$ cat src/rtl/adder_arb_pkg.sv
// Shared types and default sizing for the adder arbiter.
package adder_arb_pkg;

  localparam int unsigned PROC_SIZE_DEF  = 16;
  localparam int unsigned NUM_REQ_DEF    = 4;
  localparam int unsigned ADD_CYCLES_DEF = 2;

  typedef enum logic {
    StIdle = 1'b0,
    StBusy = 1'b1
  } arb_state_t;

endpackage

$ cat src/rtl/ripple_carry_adder.sv
// Plain ripple-carry adder; the carry chain is allowed several cycles to settle.
module ripple_carry_adder #(
  parameter int unsigned W = 16
) (
  input  logic [W-1:0] a,
  input  logic [W-1:0] b,
  input  logic         cin,
  output logic [W-1:0] sum,
  output logic         cout
);

  logic [W:0] carry;

  assign carry[0] = cin;

  for (genvar i = 0; i < W; i++) begin : g_fa
    assign sum[i]     = a[i] ^ b[i] ^ carry[i];
    assign carry[i+1] = (a[i] & b[i]) | (carry[i] & (a[i] ^ b[i]));
  end

  assign cout = carry[W];

endmodule

$ cat src/rtl/adder_arbiter.sv
// Round-robin arbiter sharing one ripple-carry adder among NUM_REQ requesters.
module adder_arbiter
  import adder_arb_pkg::*;
#(
  parameter int unsigned PROC_SIZE  = PROC_SIZE_DEF,
  parameter int unsigned NUM_REQ    = NUM_REQ_DEF,
  parameter int unsigned ADD_CYCLES = ADD_CYCLES_DEF,
  parameter int unsigned ID_W       = $clog2(NUM_REQ)
) (
  input  logic                         clk,
  input  logic                         rst,
  input  logic [NUM_REQ-1:0]           req,
  input  logic [NUM_REQ*PROC_SIZE-1:0] a_in,
  input  logic [NUM_REQ*PROC_SIZE-1:0] b_in,
  output logic [NUM_REQ-1:0]           gnt,
  output logic                         busy,
  output logic                         res_valid,
  output logic [ID_W-1:0]              res_id,
  output logic [PROC_SIZE-1:0]         res_sum,
  output logic                         res_cout
);

  localparam int unsigned CntW = (ADD_CYCLES > 1) ? $clog2(ADD_CYCLES) : 1;

  arb_state_t           state_q, state_d;
  logic [ID_W-1:0]      last_id_q, last_id_d;
  logic [ID_W-1:0]      id_q, id_d;
  logic [CntW-1:0]      cnt_q, cnt_d;
  logic [PROC_SIZE-1:0] a_q, a_d, b_q, b_d;
  logic [NUM_REQ-1:0]   gnt_q, gnt_d;
  logic                 res_valid_q, res_valid_d;
  logic [ID_W-1:0]      res_id_q, res_id_d;
  logic [PROC_SIZE-1:0] res_sum_q, res_sum_d;
  logic                 res_cout_q, res_cout_d;

  logic [PROC_SIZE-1:0] add_sum;
  logic                 add_cout;
  logic [ID_W-1:0]      win;
  int unsigned          base;

  // First requester found searching upward from last+1, wrapping.
  function automatic logic [ID_W-1:0] rr_pick(input logic [NUM_REQ-1:0] r,
                                               input logic [ID_W-1:0]    last);
    logic [ID_W-1:0] pick;
    int unsigned     idx;
    pick = last;
    for (int unsigned i = NUM_REQ; i > 0; i--) begin
      idx = (int'(last) + i) % NUM_REQ;
      if (r[idx[ID_W-1:0]]) pick = idx[ID_W-1:0];
    end
    return pick;
  endfunction

  // a_q/b_q -> res_sum is a multicycle path of ADD_CYCLES cycles.
  ripple_carry_adder #(
    .W(PROC_SIZE)
  ) u_adder (
    .a   (a_q),
    .b   (b_q),
    .cin (1'b0),
    .sum (add_sum),
    .cout(add_cout)
  );

  always_comb begin
    state_d     = state_q;
    last_id_d   = last_id_q;
    id_d        = id_q;
    cnt_d       = cnt_q;
    a_d         = a_q;
    b_d         = b_q;
    gnt_d       = '0;
    res_valid_d = 1'b0;
    res_id_d    = res_id_q;
    res_sum_d   = res_sum_q;
    res_cout_d  = res_cout_q;
    win         = rr_pick(req, last_id_q);
    base        = int'(win) * PROC_SIZE;

    case (state_q)
      StIdle: begin
        if (|req) begin
          a_d       = a_in[base +: PROC_SIZE];
          b_d       = b_in[base +: PROC_SIZE];
          gnt_d     = NUM_REQ'(1) << win;
          last_id_d = win;
          id_d      = win;
          cnt_d     = '0;
          state_d   = StBusy;
        end
      end
      StBusy: begin
        cnt_d = cnt_q + CntW'(1);
        if (cnt_q == CntW'(ADD_CYCLES - 1)) begin
          res_sum_d   = add_sum;
          res_cout_d  = add_cout;
          res_id_d    = id_q;
          res_valid_d = 1'b1;
          state_d     = StIdle;
        end
      end
      default: state_d = StIdle;
    endcase
  end

  always_ff @(posedge clk or posedge rst) begin
    if (rst) begin
      state_q     <= StIdle;
      last_id_q   <= ID_W'(NUM_REQ - 1);
      id_q        <= '0;
      cnt_q       <= '0;
      a_q         <= '0;
      b_q         <= '0;
      gnt_q       <= '0;
      res_valid_q <= 1'b0;
      res_id_q    <= '0;
      res_sum_q   <= '0;
      res_cout_q  <= 1'b0;
    end else begin
      state_q     <= state_d;
      last_id_q   <= last_id_d;
      id_q        <= id_d;
      cnt_q       <= cnt_d;
      a_q         <= a_d;
      b_q         <= b_d;
      gnt_q       <= gnt_d;
      res_valid_q <= res_valid_d;
      res_id_q    <= res_id_d;
      res_sum_q   <= res_sum_d;
      res_cout_q  <= res_cout_d;
    end
  end

  assign gnt       = gnt_q;
  assign busy      = (state_q == StBusy);
  assign res_valid = res_valid_q;
  assign res_id    = res_id_q;
  assign res_sum   = res_sum_q;
  assign res_cout  = res_cout_q;

endmodule

$ cat config.mk
export PLATFORM = sky130hd
export DESIGN_NAME = adder_arbiter
export DESIGN_NICKNAME = d
export VERILOG_FILES = /design/src/rtl/adder_arb_pkg.sv /design/src/rtl/ripple_carry_adder.sv /design/src/rtl/adder_arbiter.sv
export SDC_FILE = /design/constraint.sdc
export NUM_CORES = 1
export LEC_CHECK = 0
export BUFFER_PORTS_ARGS = -buffer_cell sky130_fd_sc_hd__buf_2
export CAP_MARGIN = 20
export CORE_MARGIN = 1.5
export CORE_UTILIZATION = 47
export DETAILED_ROUTE_END_ITERATION = 10
export PLACE_DENSITY = 0.8
export SLEW_MARGIN = 20
export SYNTH_ARGS = -nofsm -noshare
export SYNTH_HDL_FRONTEND = slang
export SYNTH_HIERARCHICAL = 1
export SYNTH_SLANG_ARGS = --single-unit
$ cat constraint.sdc
create_clock -name clk -period 8.45 [get_ports clk]
set_clock_uncertainty 0.05 [all_clocks]
set_input_delay 1.69 -clock clk [delete_from_list [all_inputs] [get_ports clk]]
set_output_delay 1.69 -clock clk [all_outputs]
set_load 0.02 [all_outputs]
==> impl_metrics.tcl, run 1 <==
set metrics [dict create \
    hp-class "reg2reg" \
    muxShareOfSynthArea_pct 24.8 \
    end_kind "flop" \
    clk_pin_slew_ps 70 \
    final_hold_viol_count 0 \
    p_per_area_nw_per_um2 367 \
    netlist_top_cells_count "65 x mux2i_1, 60 x dfrtp_1, 42 x nand2_1" \
    yosysMostFrequentCell "mux2i_1" \
    start_kind "flop" \
    num_rows 31 \
    grt_max_degree 63 \
    required_ps 8670 \
    dp_cells 533 \
    cp_cell_sequence "fa_1 > inv_1 > fa_1 > inv_1 > fa_1 > fa_1 > fa_1 > fa_1 > fa_1 > fa_1 > fa_1 > fa_1 > fa_1 > fa_1 > fa_1 > fa_1 > fa_1 > inv_1 > fa_1 > inv_1 > mux2_2" \
    detail-route-antenna-nets 0 \
    grt_antenna_before_repair 0 \
    cpMostUsedCell "fa_1" \
    post_cts_buffers 0 \
    slew_violations 0 \
    cp_top_family "adder cells" \
    die_w_um 89.0 \
    start_util_pct 48.2 \
    cap_violations 0 \
    cp_data_arrival_time_ps 7280 \
    reg2regPathDepth 21 \
    holdBufCountCts 0 \
    vias 2837 \
    cts-resized-gates 0 \
    post_drt_via_cell_ratio 5.17 \
    routed_wl_um 7910 \
    placed_area_sq_um 4320 \
    port_buffers 158 \
    place_congestion 0.790 \
    drive_gt1_share_pct 44.4 \
    slew_headroom_pct 38.9 \
    dr.pass1.iters 4 \
    synth_edf_count 0 \
    routedWlPerCell_um 14.4 \
    met3_usage_pct 4.52 \
    core_sq_um 7210 \
    syn_area_sq_um 3480 \
    synth_compound_area_share_pct 9.89 \
    die_y_um 89.0 \
    synth_xor_area_share_pct 0 \
    dieArea_sq_um 7930 \
    synthAdderAreaFrac_pct 9.21 \
    synthDistinctLibCells 27 \
    synthToLayoutAreaGrowth_pct 29.1 \
    hpwl_um 5920 \
    dpl_worst_slack_ps 1400 \
    grt_pass1_wl_um 12400 \
    cts_sinks 62 \
    cp_slowest_cell "fa_1" \
    syn_nets 442 \
    worst-path-max-fanout 2 \
    fin_util_pct 62.2 \
    diodes 0 \
    finalCritPeriodShare_pct 83.5 \
    synthFlopType "dfrtp_1" \
    finish.instance_area_sq_um 4490 \
    ff2ff_setup_slack_ps 1400 \
    min_period_ps 7050 \
    globalRouteMet2Util_pct 36.5 \
    final_cells 549 \
    max_stage_delay_ps 440 \
    synthSimpleGateAreaFrac_pct 6.72 \
    finalPower_mw 1.65 \
    synthTopCellsByArea "dfrtp_1 43%, mux2i_1 19%, fa_1 9.2%" \
    grt_pass1_vias 2830 \
    worst_pin_slew_ps 915 \
    netlist_instances 292 \
    cts_buffer_depth 2 \
    synth_top_family_by_area "multiplexers" \
    grt_busiest_layer "met2" \
    overflow 0 \
    fin_ws_ps 1400 \
    syn_area_per_cell_sq_um 11.9 \
    rsz0062_at_grt "false" \
    synth-seq-cells 62 \
    setup_viol 0 \
    path_depth 21 \
    cts_root_buffer "clkbuf_8" \
    ctsHtreeMaxLevel 3 \
    irDropWorstVdd_uv 172 \
    hold_ws_ps 424 \
    grt_util_met1_pct 24.4 \
    ys_warn_count 6 \
    critPathBufInv 4 \
    drc_errors 0 \
    ios 159 \
    clk_latency_ps 330 \
    yosysSeqAreaShare_pct 44.7 \
    grtUsageTotal_pct 20.7 \
    fin_nets 595 \
    cts_tree "yes" \
    run_status "complete, no violations" \
    power_leakage_nw 2.35 \
    drtIter0Drc 96 \
    path_class "reg2reg" \
    tns_ps 0 \
    synthDominantCellAreaShare_pct 43.1 \
    async_flop_share_pct 100 \
    hold_depth 2 \
    yosysTopAreaCell "dfrtp_1" \
    cts_inserted_buffers 9 \
    max_freq_mhz 142 \
]
metal layers:
layer	share of wire, %	vias up
met4	2.1	0
met5	0	-
li1	-	1359
met2	50	115
met3	7.0	17
met1	40	1346
tightest hold or removal path, cell delays in order, from the launching register on:
cell and delay, ps:
dfrtp_1 340, nand2_1 50, nand2_1 50
sequential cells by signal (all words and copies together) (netlist names):
signal / cells
a_q: 16
b_q: 16
busy: 1
cnt_q: 1
gnt: 4
id_q: 2
last_id_q: 2
res_cout: 1
res_id: 2
res_sum: 16
res_valid: 1
power by group:
group	internal, mW	total (mW)	switching [mW]
Combinational	0.396	0.865	0.469
Sequential	0.453	0.553	0.0997
Clock	0.123	0.229	0.106
cell usage in the layout (no fill, tap or decap), drive strengths merged, types with 2 or more instances in the layout:
master  instances
inv            13
a21oi           3
mux2           19
and3            2
mux2i          65
dfstp           2
buf           162
dfrtp          60
nand2          42
fa             16
clkbuf         15
o221ai         33
nand2b          2
nor2            7
kinds of logic after synthesis:
logic type      after synthesis
mux                          84
flops                        62
simple gates                 57
compound gates               39
buf+inv                      33
fa+ha+maj                    16
other cells                   1
final cells by class:
cell class	instances	area [sq um]
repair buffers	162	821
clock buffers	15	166
clock inverters	1	5.00
well taps	99	124
multi-input cells	197	1770
fillers	618	2720
inverters	13	48.8
flip-flops and latches	62	1550
worst paths after layout:
| kind | endpoint | start |
|---|---|---|
| max | res_sum[15] | a_q[0] |
| max in group asynchronous | res_sum[13] | rst |
| min | id_q[1] | id_q[1] |
| min reg2reg | id_q[1] | id_q[1] |
| max reg2reg | res_sum[15] | a_q[0] |
| min in group asynchronous | res_sum[5] | rst |
No activity file was read; power rests on OpenSTA's default activity.
==> inputs of run 2 (changes only) <==
--- a/config.mk
+++ b/config.mk
@@ -8,9 +8,9 @@
 export BUFFER_PORTS_ARGS = -buffer_cell sky130_fd_sc_hd__buf_2
 export CAP_MARGIN = 20
 export CORE_MARGIN = 1.5
-export CORE_UTILIZATION = 47
+export CORE_UTILIZATION = 43
 export DETAILED_ROUTE_END_ITERATION = 10
-export PLACE_DENSITY = 0.8
+export PLACE_DENSITY = 0.77
 export SLEW_MARGIN = 20
 export SYNTH_ARGS = -nofsm -noshare
 export SYNTH_HDL_FRONTEND = slang
==> constraint.sdc (replaced) <==
create_clock -name clk -period 6 [get_ports clk]
set_clock_uncertainty 0.05 [all_clocks]
set_input_delay 1.2 -clock clk [delete_from_list [all_inputs] [get_ports clk]]
set_output_delay 1.2 -clock clk [all_outputs]
set_load 0.02 [all_outputs]
==> run 2 against run 1 <==
  * Final area up 0.61%
  * Clock-buffer cell count is 3 lower
  * Global-route usage is 1.4 points lower
  * Cell count is 0.36% higher
  * Non-clock buffer count is 1 higher
  * Hold slack better by 5.3 ps
  * Via count decreased by 0.14%
  * Highest routed layer unchanged
  * Setup slack worse by 1700 ps
  * Register-to-register slack got worse by 1700 ps
  * Wire length fell by 0.68%
  * Utilization down 4.1 points
  * The flow now finishes with violations (setup timing)
  * Largest power group unchanged
==> impl_metrics.tcl, run 2 (same netlist as run 1, synthesis figures left out) <==
set metrics [dict create \
    run_status "finished with violations" \
    violations "setup timing" \
    drive_gt1_share_pct 48.1 \
    layout_common_cells "158 x buf_2, 65 x mux2i_1, 60 x dfrtp_1, 41 x nand2_1, 32 x o221ai_1" \
    dp_cells 537 \
    cpMostUsedCell "fa_2" \
    drc_errors 0 \
    cts_tree "yes" \
    multi_input_area_sq_um 1800 \
    clk_pin_slew_ps 60 \
    start_kind "flop" \
    place_congestion 0.737 \
    cts_inserted_buffers 9 \
    ios 159 \
    diodes 0 \
    post_drt_via_cell_ratio 5.14 \
    slew_violations 0 \
    synthToLayoutAreaGrowth_pct 29.8 \
    setup_viol 3 \
    num_rows 32 \
    cts_buffer_depth 2 \
    holdBufCountCts 0 \
    cp_cell_sequence "fa_2 > inv_2 > fa_1 > inv_1 > fa_2 > fa_2 > fa_2 > fa_2 > fa_2 > fa_2 > fa_2 > fa_2 > fa_2 > fa_2 > fa_2 > fa_2 > fa_2 > inv_2 > fa_1 > inv_1 > mux2_2" \
    routed_wl_um 7860 \
    power_leakage_nw 2.33 \
    ctsHtreeMaxLevel 3 \
    overflow 0 \
    max_freq_mhz 158 \
    cp_slowest_cell "dfrtp_1" \
    detail-route-antenna-nets 0 \
    seqCellArea_sq_um 1550 \
    core_sq_um 7770 \
    rsz0062_at_grt "true" \
    dr.pass1.iters 4 \
    start_util_pct 44.8 \
    drtIter0Drc 58 \
    required_ps 6210 \
    final_cells 551 \
    grt_antenna_before_repair 0 \
    fin_util_pct 58.2 \
    clk_latency_ps 320 \
    worst-path-max-fanout 2 \
    min_period_ps 6340 \
    routedWlPerCell_um 14.3 \
    die_y_um 93.0 \
    max_stage_delay_ps 400 \
    worst_pin_slew_ps 947 \
    fin_nets 596 \
    dieArea_sq_um 8640 \
    cts_sinks 62 \
    cap_violations 0 \
    hpwl_um 5930 \
    port_buffers 158 \
    slew_headroom_pct 36.7 \
    hold_ws_ps 430 \
    grt_pass1_vias 2925 \
    fin_ws_ps -339 \
    end_kind "flop" \
    post_cts_buffers 0 \
    cp_data_arrival_time_ps 6550 \
    finalCritPeriodShare_pct 106 \
    finalPower_mw 2.31 \
    grt_max_degree 63 \
    irDropWorstVdd_uv 278 \
    final_hold_viol_count 0 \
    grtUsageTotal_pct 19.4 \
    p_per_area_nw_per_um2 512 \
    path_class "reg2reg" \
    fillers 680 \
    grt_pass1_wl_um 12900 \
    cts_root_buffer "clkbuf_8" \
    layout_commonest_cell "buf_2" \
    die_w_um 93.0 \
    hp-class "reg2reg" \
    vias 2833 \
]
==> run 2: what timing repair did <==
item | 4_1_cts | 5_1_grt
setup endpoints to repair | 3 | 3
gates resized for setup | 1 | 0
pin swaps | 1 | 0
==> run 2: metal layers <==
metal | routed length, um | track usage, % | vias to the layer above
met1 | 3170 | 21.9 | 1356
met5 | 0 | 0 | -
met4 | 100 | 7.07 | 0
met2 | 4040 | 34.8 | 109
li1 | - | - | 1358
met3 | 547 | 5.09 | 10
==> run 2: area by class of cell <==
cell class | count | area share [%]
inverters | 13 | 1.08
clock buffers | 12 | 3.21
clock inverters | 2 | 0.222
multi-input cells | 197 | 39.9
well taps | 102 | 2.82
flip-flops and latches | 62 | 34.4
repair buffers | 163 | 18.3
==> run 2: final timing paths <==
kind / from / endpoint / slack, ps / depth (start not counted)
setup / recovery: a_q[0] / res_sum[15] / -340 / 21
hold / removal: id_q[1] / id_q[1] / 430 / 2
setup reg to reg: a_q[0] / res_sum[15] / -340 / 21
hold reg to reg: id_q[1] / id_q[1] / 430 / 2
max in group asynchronous: rst / a_q[13] / 4330 / 3
min in group asynchronous: rst / res_valid / 1050 / 3
==> run 2: power breakdown <==
group	internal [mW]	switching [mW]	leakage (nW)
combinational	0.573	0.656	1.50
clock	0.155	0.144	0.0821
sequential	0.638	0.146	0.752
total	1.37	0.945	2.33
==> run 2: stage by stage <==
step / instance area (sq um) / TNS, ps / setup WS (ps)
3_5_place_dp: 4360 / -811 / -393
2_1_floorplan: 3510 / -224 / -159
6_report: 4520 / -642 / -339
4_1_cts: 4520 / -732 / -370
5_1_grt: 4520 / -1170 / -520
3_3_place_gp: 4360 / -602 / -318
==> run 2: worst max-delay path: cells and delay by family, from the launching register on <==
| family | cells | cell delay, ps |
|---|---|---|
| mux | 1 | 130 |
| flops | 1 | 400 |
| buf+inv | 4 | 230 |
| fa+ha+maj | 16 | 5450 |
